$ cat src/rtl/kv10_mul.sv
// rtl/kv10_mul.sv - KV10 iterative signed 36x36 multiplier, PDP-10 MUL double-word format
// One shift-add step per cycle; the sign-bit step subtracts the multiplicand.
module kv10_mul #(
   parameter int width = 36
) (
   input  logic             clk,
   input  logic             reset,
   input  logic             start,
   input  logic             abort,
   input  logic [width-1:0] A,
   input  logic [width-1:0] M,
   output logic             busy,
   output logic             done,
   output logic [width-1:0] result,
   output logic [width-1:0] resultlow,
   output logic             overflow,
   output logic             zero
);

   localparam int CW = $clog2(width);

   typedef enum logic {IDLE, RUN} state_t;

   state_t           state_q;
   logic [width:0]   acc_q;
   logic [width-1:0] mq_q;
   logic [width-1:0] a_q;
   logic [CW-1:0]    cnt_q;

   logic [width:0]   a_ext;
   logic [width:0]   sum_d;
   logic [width:0]   acc_d;
   logic [width-1:0] mq_d;

   always_comb begin
      a_ext = {a_q[width-1], a_q};
      sum_d = acc_q;
      if (mq_q[0]) begin
         // counter 0 marks the multiplier sign bit, whose weight is negative
         if (cnt_q == '0) sum_d = acc_q - a_ext;
         else             sum_d = acc_q + a_ext;
      end
      acc_d = {sum_d[width], sum_d[width:1]};
      mq_d  = {sum_d[0], mq_q[width-1:1]};
   end

   always_ff @(posedge clk or posedge reset) begin
      if (reset) begin
         state_q   <= IDLE;
         acc_q     <= '0;
         mq_q      <= '0;
         a_q       <= '0;
         cnt_q     <= '0;
         busy      <= 1'b0;
         done      <= 1'b0;
         result    <= '0;
         resultlow <= '0;
         overflow  <= 1'b0;
         zero      <= 1'b0;
      end else begin
         done <= 1'b0;
         case (state_q)
            IDLE: begin
               if (start) begin
                  a_q     <= A;
                  mq_q    <= M;
                  acc_q   <= '0;
                  cnt_q   <= CW'(width - 1);
                  busy    <= 1'b1;
                  state_q <= RUN;
               end
            end
            RUN: begin
               if (abort) begin
                  busy    <= 1'b0;
                  state_q <= IDLE;
               end else begin
                  acc_q <= acc_d;
                  mq_q  <= mq_d;
                  cnt_q <= cnt_q - CW'(1);
                  if (cnt_q == '0) begin
                     // {acc_d, mq_d} is the full product; the MSB pair of the high word
                     // only disagrees for (-2^(w-1))^2, the one unrepresentable case
                     result    <= {acc_d[width-2:0], mq_d[width-1]};
                     resultlow <= {acc_d[width-2], mq_d[width-2:0]};
                     overflow  <= acc_d[width-1] ^ acc_d[width-2];
                     zero      <= (acc_d == '0) && (mq_d == '0);
                     done      <= 1'b1;
                     busy      <= 1'b0;
                     state_q   <= IDLE;
                  end
               end
            end
            default: state_q <= IDLE;
         endcase
      end
   end

endmodule

$ cat config.mk
export PLATFORM = sky130hd
export DESIGN_NAME = kv10_mul
export DESIGN_NICKNAME = d
export VERILOG_FILES = /design/src/rtl/kv10_mul.sv
export SDC_FILE = /design/constraint.sdc
export NUM_CORES = 1
export LEC_CHECK = 0
export ABC_AREA = 1
export CORE_ASPECT_RATIO = 1.1
export CORE_UTILIZATION = 41
export CTS_CLUSTER_SIZE = 25
export DETAILED_ROUTE_END_ITERATION = 8
export HOLD_SLACK_MARGIN = 0.08
export PLACE_DENSITY = 0.6
export RECOVER_POWER = 25
export SYNTH_ARGS = -nofsm -noshare
export SYNTH_HDL_FRONTEND = slang
export SYNTH_SLANG_ARGS = --single-unit
$ cat constraint.sdc
create_clock -name clk -period 11.21 [get_ports clk]
set_input_delay 2.242 -clock clk [delete_from_list [all_inputs] [get_ports clk]]
set_output_delay 2.242 -clock clk [all_outputs]
set_load 0.02 [all_outputs]
# [Word-level counts from Yosys, hierarchy flattened]
# Cells that the tools add are included.
# Widths: inputs -> output; s select.
[word_totals] reg_bits=192 inputBits=76 word_cells=50 out_inout_bits=76
[classes] n_mux=22 n_reduce_logical=8 bitwise_logic=3 n_eq_ne=3 n_addsub=3
[ops] operator="$mux 37" count=4
[ops] operator="$pmux 37 s2" count=1
[ops] operator="$mux 36" count=2
[ops] operator="$pmux 36 s2" count=1
[ops] operator="$add 37x37->37" count=1
[ops] operator="$logic_not 37->1" count=1
[ops] operator="$sub 37x37->37" count=1
[ops] operator="$logic_not 36->1" count=1
[ops] operator="$mux 6" count=2
[ops] operator="$pmux 6 s2" count=1
[ops] operator="$mux 1" count=9
[ops] operator="$logic_not 6->1" count=1
[ops] operator="$reduce_and 2->1" count=3
[ops] operator="$sub 6x1->6 const B" count=1
[ops] operator="$ne 2x2->1 const B" count=2
[ops] operator="$pmux 1 s2" count=2
[ops] operator="$ne 3x2->1 const B" count=1
[ops] operator="$reduce_and 3->1" count=1
[ops] operator="$not 1->1" count=2
[ops] operator="$logic_and 1x1->1" count=1
[ops] operator="$xor 1x1->1" count=1

# [Longest topological paths before layout]
# Gate-level depths: netlist of the first run.
[logic_depth] word_depth=5 ltp_mapped=42 depth_no_buf=42

# [Worst setup path after synthesis of the first run]
# No wires, ideal clock.
[synth_path] path_type="flip-flop to flip-flop" start="reg cnt_q[0]" end="reg zero" required_ps=11145 path_slack_ps=7018 period_less_slack_ps=4192 setup_time_ps=65 stages_incl_launch_ff=39 arrival_time_ps=4127 cell_sequence="dfrtp_1 -> inv_1 -> ha_1 -> inv_1 -> nor2_1 -> nand2_1 -> buf_2 -> clkbuf_1 -> o31ai_1 -> xor2_1 -> inv_1 -> ha_1 -> nand2_1 -> inv_2 -> a21oi_1 -> nand2_2 -> nand2_2 -> nand2_2 -> [3 not listed] -> xor2_1 -> nand2_1 -> nand2_1 -> ha_1 -> nand3_1 -> nor2_1 -> nand2_1 -> nor2_1 -> nand3_1 -> nor2_1 -> nand3_1 -> nor2_1 -> nand2_1 -> nor2_1 -> nand3_1 -> nor2_1 -> nand3_1 -> nand2_1"
[synth_rtl] element="from (decl)" line_no="28" text="logic [CW-1:0] cnt_q;"
[synth_rtl] element="from (signal assigned)" line_no="68" text="cnt_q <= CW'(width - 1);"
[synth_rtl] element="from (signal assigned)" line_no="80" text="cnt_q <= cnt_q - CW'(1);"
[synth_rtl] element="to (signal assigned)" line_no="87" text="zero <= (acc_d == '0) && (mq_d == '0);"
[synth_rtl] element="to (decl)" line_no="17" text="output logic zero"

==> impl_metrics.env, run 1 <==
export IMPL_grt_pass1_wl_mm=58.37
export IMPL_fin_tns_setup_ns=0
export IMPL_grt_overflow=0
export IMPL_clock_sinks=190
export IMPL_htreeDepth=4
export IMPL_yosysTopAreaCellShare_pct=40.36
export IMPL_drc=0
export IMPL_die_height_um=179.8
export IMPL_dr_pass1_iters=7
export IMPL_vdd_drop_max_mv=0.1053
export IMPL_start_util_pct=42.04
export IMPL_grt_max_degree=125
export IMPL_status="finished with violations"
export IMPL_max_slew_margin_rel_pct=-281.0
export IMPL_max_cap_violations=1
export IMPL_antenna_cells=0
export IMPL_dp_hpwl_mm=27.49
export IMPL_fillers=2882
export IMPL_leakage_nw=7.193
export IMPL_final_core_util_pct=50.40
export IMPL_power_density_mw_per_mm2=242.0
export IMPL_post_synth_num_cell_types=39
export IMPL_routabilityCongestion=0.9454
export IMPL_clock_skew_ns=0.01443
export IMPL_period_needed_ns=6.682
export IMPL_path_clk_slew_ns=0.07
export IMPL_fin_nets=1925
export IMPL_grt_util_all_layers_pct=25.57
export IMPL_clkLatencyLatePin_ns=0.45
export IMPL_ctsResizeCount=0
export IMPL_avgSynthCellArea_um2=6.967
export IMPL_hold_slack_ns=0.4802
export IMPL_comb_power_share_pct=52.4
export IMPL_crit_required_ns=11.62
export IMPL_synthToLayoutAreaGrowth_pct=19.89
export IMPL_syn_nets=1807
export IMPL_wl_per_cell_um=16.46
export IMPL_violations="capacitance limit, slew limit"
export IMPL_postCtsHoldBufs=0
export IMPL_power_frac_seq_pct=30.3
export IMPL_grtUsageMet3_pct=5.630
export IMPL_end_kind="asynchronous set/reset pin"
export IMPL_port_buffers=151
export IMPL_synth_top_area_cell="dfrtp_1"
export IMPL_grt_met1_usage_pct=34.54
export IMPL_p_clk_share_pct=17.3
export IMPL_finalCritPeriodShare_pct=59.61
export IMPL_top_usage_layer="met2"
export IMPL_first_iter_violations=753
export IMPL_hold_class="register to register"
export IMPL_layout_drive_gt1_share_pct=4.775
export IMPL_cts_tree="done"
export IMPL_ys_ff_latch=190
export IMPL_worst_pin_slew_ns=5.684
export IMPL_swShare_pct=47.28
export IMPL_coreArea_mm2=0.02803
export IMPL_vias_per_cell=5.055
export IMPL_fmax_mhz=149.6
export IMPL_finalHoldViolCount=0
export IMPL_die_w_um=163.6
export IMPL_numCtsBuffers=17
export IMPL_cts_root_buf="clkbuf_16"
export IMPL_cp_data_arrival_time_ns=7.09
export IMPL_setup_viol=0
export IMPL_dieArea_mm2=0.02942
export IMPL_post_cts_buffers=0
export IMPL_use_met2_pct=40.59
export IMPL_ys_top_cells_by_area="dfrtp_1, nand2_1, inv_1, o21ai_0, ha_1"
export IMPL_ys_seq_area_share_pct=40.36
export IMPL_ys_warn_count=0
export IMPL_grt_pass1_vias=10910
export IMPL_routed_wl_mm=35.97
export IMPL_multi_input_area_mm2=0.005783
export IMPL_cp_max_fo=124
export IMPL_timing_worst_setup_path_type="input pin to asynchronous set/reset pin"
export IMPL_detail_route_antenna_nets=0
export IMPL_cts_buffer_depth=2
export IMPL_seq_area_mm2=0.004756
export IMPL_synth_cells=1691
export IMPL_start_kind="input pin"
export IMPL_rows=64
export IMPL_io_pins=152
export IMPL_slew_violations=125
export IMPL_p_int_mw=1.802
export IMPL_vias=11050
export IMPL_p_sw_mw=1.616
export IMPL_syn_area_mm2=0.01178
export IMPL_rsz0062_at_grt="no"
export IMPL_grt_antenna_before_repair=0
power groups by stage:
stage               registers (mW)  logic (mW)  clock network, mW
floorplan                     1.10        1.12                  0
finish                        1.04        1.79              0.591
global route                  1.06        2.01              0.630
CTS                           1.03        1.79              0.600
global placement              1.04        1.77                  0
detailed placement            1.04        1.78                  0
worst max-delay path: stages:
cell	delay, ns
dlygate4sd3_1	0.54
clkinvlp_2	3.17
buf_4	1.06
sequential cells by signal, summed over array words and instances (netlist names):
signal     flops
zero           1
done           1
result        36
overflow       1
a_q           36
state_q        1
busy           1
mq_q          36
resultlow     35
acc_q         36
cnt_q          6
placed cells by master, fill, tap and decap left out, types with 12 or more instances in the layout:
cell type,n
o211ai_1,37
o21ai_0,168
ha_1,39
a21oi_1,36
nor2_1,118
o22ai_1,21
inv_2,13
nand2_1,530
clkbuf_16,17
o21ai_1,15
nand2_2,12
nand3_1,84
inv_1,258
xor2_1,38
clkdlybuf4s50_1,150
dfrtp_1,189
nand4_1,14
cells by family (layout without fill, tap and decap cells):
logic type	Yosys count	in the layout	share of synthesized area, %
flops	190	190	40.36
buf+inv	331	462	10.68
compound gates	298	298	14.21
fa+ha+maj	40	40	4.312
simple gates	794	794	27.61
xor+xnor	38	38	2.825
synthesized netlist by cell type:
| master | number |
|---|---|
| inv_2 | 13 |
| o21ai_0 | 168 |
| nand4_1 | 14 |
| inv_1 | 259 |
| nand3_2 | 2 |
| or2_2 | 1 |
| nand3b_1 | 2 |
| a21oi_1 | 36 |
| nor3_1 | 10 |
| nor2_2 | 9 |
| fa_1 | 1 |
| o21bai_1 | 5 |
| and3_1 | 3 |
| nand2_1 | 531 |
| nand2_2 | 12 |
| o21ai_1 | 15 |
| buf_1 | 6 |
| o21ai_2 | 2 |
| nor3_4 | 1 |
| o31ai_1 | 2 |
| o21a_1 | 1 |
| nand3_1 | 84 |
| or2_1 | 2 |
| a21o_1 | 4 |
| xor2_1 | 38 |
| dfrtp_1 | 190 |
| clkbuf_1 | 43 |
| buf_2 | 7 |
| a31oi_1 | 3 |
| a21oi_4 | 1 |
| nor2_1 | 119 |
| nor4_1 | 2 |
| o211ai_1 | 37 |
| nor2_4 | 2 |
| a21oi_2 | 3 |
| o22ai_1 | 21 |
| ha_1 | 39 |
| clkinv_1 | 1 |
| buf_4 | 2 |
layer usage:
| layer | routed length, um | vias to the layer above | share of wire, % |
|---|---|---|---|
| met1 | 16540 | 5137 | 46 |
| met3 | 2143 | 44 | 6.0 |
| met5 | 0 | - | 0 |
| li1 | - | 5583 | - |
| met2 | 16470 | 282 | 46 |
| met4 | 818 | 0 | 2.3 |
final timing paths:
path / cells past startpoint / to / start / slack [ns]
setup / recovery: 3 / state_q$_DFF_PP0_ / reset / 4.53
hold / removal: 2 / resultlow[26]$_DFFE_PP0P_ / resultlow[26]$_DFFE_PP0P_ / 0.48
setup reg to reg: 35 / zero$_DFFE_PP0P_ / cnt_q[3]$_DFFE_PP0P_ / 5.38
hold reg to reg: 2 / resultlow[26]$_DFFE_PP0P_ / resultlow[26]$_DFFE_PP0P_ / 0.48
max in group clk: 35 / zero$_DFFE_PP0P_ / cnt_q[3]$_DFFE_PP0P_ / 5.38
min in group asynchronous: 2 / mq_q[27]$_DFFE_PP0P_ / reset / 4.03
cell type report:
cell class | instances | area share [%]
multi-input combinational | 1170 | 40.94
sequential | 190 | 33.67
timing repair buffer | 157 | 11.02
inverter | 273 | 7.264
tap | 363 | 3.216
clock buffer | 19 | 3.136
clock inverter | 13 | 0.7529
through the flow:
| step | std cells | area, um^2 | total power [mW] | setup WS, ns |
|---|---|---|---|---|
| floorplan | 1691 | 11780 | 2.217 | 3.798 |
| global placement | 2153 | 13580 | 2.809 | 5.649 |
| detailed placement | 2153 | 13580 | 2.825 | 5.499 |
| CTS | 2185 | 14130 | 3.425 | 5.428 |
| global route | 2185 | 14120 | 3.706 | 3.539 |
| finish | 2185 | 14120 | 3.418 | 4.528 |
No activity file was read; power rests on OpenSTA's default activity.
==> run 2: changes to the inputs <==
- clock period: 11.21 -> 6.7 ns (I/O delays scaled with it)
==> run 2 against run 1 <==
Compared with the run above: routed wire length increased by 1.0%; combinational power rose by 66%; cell area grew 1.0%; total power increased by 73%; clock power is 100% higher; worst hold slack better by 0.0027 ns; die area unchanged; clock skew increased by 0.0014 ns; core utilization up 0.50 points; global-route usage up 0.12 points; the run still ends with capacitance limit, slew limit left; critical endpoint is now mq_q[0]$_DFFE_PP0P_.
==> impl_metrics.env, run 2 (synthesized netlist as in run 1, its figures left out) <==
export IMPL_wl_per_cell_um=16.61
export IMPL_end_kind="register"
export IMPL_die_w_um=163.6
export IMPL_cp_top_family="buffers and inverters"
export IMPL_synthToLayoutAreaGrowth_pct=21.09
export IMPL_first_iter_violations=698
export IMPL_timing_worst_setup_path_type="input pin to register"
export IMPL_vdd_drop_max_mv=0.1984
export IMPL_grt_pass1_wl_mm=58.24
export IMPL_cp_max_fo=69
export IMPL_finalHoldViolCount=0
export IMPL_dr_pass1_iters=5
export IMPL_layout_drive_gt1_share_pct=4.879
export IMPL_worstHoldStart="result[16]$_DFFE_PP0P_"
export IMPL_placed_cells=2155
export IMPL_fin_cells=2187
export IMPL_grtUsageMet3_pct=5.768
export IMPL_grt_overflow=0
export IMPL_crit_start="start"
export IMPL_cts_root_buf="clkbuf_16"
export IMPL_grt_util_all_layers_pct=25.69
export IMPL_routabilityCongestion=0.9777
export IMPL_dieArea_mm2=0.02942
export IMPL_critPathSlowestCell="clkbuf_1"
export IMPL_dpl_cell_area_mm2=0.01360
export IMPL_use_met2_pct=41.92
export IMPL_drc=0
export IMPL_rows=64
export IMPL_rsz0062_at_grt="no"
export IMPL_worst_pin_slew_ns=3.193
export IMPL_layout_common_cells="nand2_1, inv_1, dfrtp_1, o21ai_0, clkdlybuf4s50_1"
export IMPL_clkLatencyLatePin_ns=0.45
export IMPL_period_needed_ns=5.820
export IMPL_grt_max_degree=148
export IMPL_cpPeakStageDelay_ns=1.80
export IMPL_cp_cell_sequence="dlygate4sd3_1 > inv_1 > nor2_4 > clkbuf_1 > inv_1 > nand2_2 > buf_4 > o211ai_1 > o21ai_0"
export IMPL_final_common_cell="nand2_1"
export IMPL_crit_top_cell="inv_1"
export IMPL_leakage_nw=7.261
export IMPL_crit_required_ns=7.07
export IMPL_cts_buffer_depth=2
export IMPL_setup_viol=0
export IMPL_numCtsBuffers=17
export IMPL_crit_buf_inv=5
export IMPL_antenna_cells=0
export IMPL_fmax_mhz=171.8
export IMPL_path_depth=9
export IMPL_grt_pass1_vias=10730
export IMPL_detail_route_antenna_nets=0
export IMPL_vias_per_cell=5.017
export IMPL_status="finished with violations"
export IMPL_r2r_start="cnt_q[3]$_DFFE_PP0P_"
export IMPL_path_clk_slew_ns=0.08
export IMPL_fin_tns_setup_ns=0
export IMPL_hold_class="register to register"
export IMPL_top_usage_layer="met2"
export IMPL_clock_skew_ns=0.01585
export IMPL_grt_antenna_before_repair=2
export IMPL_grt_met1_usage_pct=34.17
export IMPL_io_pins=152
export IMPL_htreeDepth=4
export IMPL_rr_endpoint="zero$_DFFE_PP0P_"
export IMPL_crit_end="mq_q[0]$_DFFE_PP0P_"
export IMPL_reg2reg_depth=36
export IMPL_rrSetupSlack_ns=1.39
export IMPL_start_util_pct=42.04
export IMPL_slew_violations=217
export IMPL_post_route_cell_area_mm2=0.01427
export IMPL_ctsResizeCount=0
export IMPL_post_cts_buffers=0
export IMPL_dp_hpwl_mm=27.72
export IMPL_clock_sinks=190
export IMPL_port_buffers=151
export IMPL_fin_nets=1927
export IMPL_die_height_um=179.8
export IMPL_start_kind="input pin"
export IMPL_max_cap_violations=2
export IMPL_power_density_mw_per_mm2=414.7
export IMPL_coreArea_mm2=0.02803
export IMPL_max_slew_margin_rel_pct=-112.9
export IMPL_routed_wl_mm=36.32
export IMPL_finalCritPeriodShare_pct=86.87
export IMPL_cts_tree="done"
export IMPL_vias=10970
export IMPL_cp_data_arrival_time_ns=6.19
export IMPL_postCtsHoldBufs=0
export IMPL_violations="capacitance limit, slew limit"
==> run 2: cell count changes in the layout (fill, tap and decap cells not counted) <==
cell             delta
clkinv_8            +1
clkinvlp_2          -1
inv_6               +1
clkinvlp_4          -1
clkinv_2            -3
clkdlybuf4s50_1     -1
clkbuf_8            -1
bufinv_16           +5
buf_4               +1
dlygate4sd3_1       +1
==> run 2: cell type report <==
class | instances | area, um^2
fill | 2835 | 13760
multi-input combinational | 1170 | 5783
sequential | 190 | 4756
timing repair buffer | 159 | 1568
inverter | 273 | 1028
tap | 363 | 454.2
clock buffer | 17 | 425.4
clock inverter | 15 | 251.5
==> run 2: worst min-delay path, cell delays in order (launching register included) <==
cell and delay [ns]:
dfrtp_1 0.35, nand2_1 0.05, o21ai_0 0.05
==> run 2: metal layers <==
metal	wire, um	share of wire [%]	up-vias
met4	634	1.7	4
met5	27	0.074	-
met3	1985	5.5	39
li1	-	-	5584
met1	16790	46	5092
met2	16890	47	254
==> run 2: stage by stage <==
stage | worst slack [ns] | power, mW | hold WS (ns) | util [%]
after floorplan | 0.1895 | 3.709 | 0.4500 | -
after global placement | 1.477 | 4.713 | 0.4641 | 48.51
after detailed placement | 1.431 | 4.726 | 0.4653 | 48.51
after CTS | 1.410 | 5.932 | 0.4850 | 50.93
after global routing | 0.4111 | 6.401 | 0.4978 | 50.90
final | 0.8799 | 5.916 | 0.4830 | 50.90
==> run 2: where the power goes <==
| part | total [mW] | internal (mW) | switching [mW] |
|---|---|---|---|
| Clock | 1.19 | 0.678 | 0.514 |
| Combinational | 2.98 | 1.02 | 1.96 |
| Sequential | 1.74 | 1.50 | 0.246 |
| Total | 5.92 | 3.20 | 2.72 |
==> run 2: worst min-delay path by stage <==
| stage | slack, ns | cells past startpoint | to |
|---|---|---|---|
| 4_1_cts | 0.49 | 2 | busy$_DFFE_PP0P_ |
| 3_5_place_dp | 0.47 | 2 | busy$_DFFE_PP0P_ |
| 6_report | 0.48 | 2 | result[16]$_DFFE_PP0P_ |
| 5_1_grt | 0.50 | 2 | result[16]$_DFFE_PP0P_ |
| 3_3_place_gp | 0.46 | 2 | busy$_DFFE_PP0P_ |
| 2_1_floorplan | 0.45 | 1 | cnt_q[4]$_DFFE_PP0P_ |
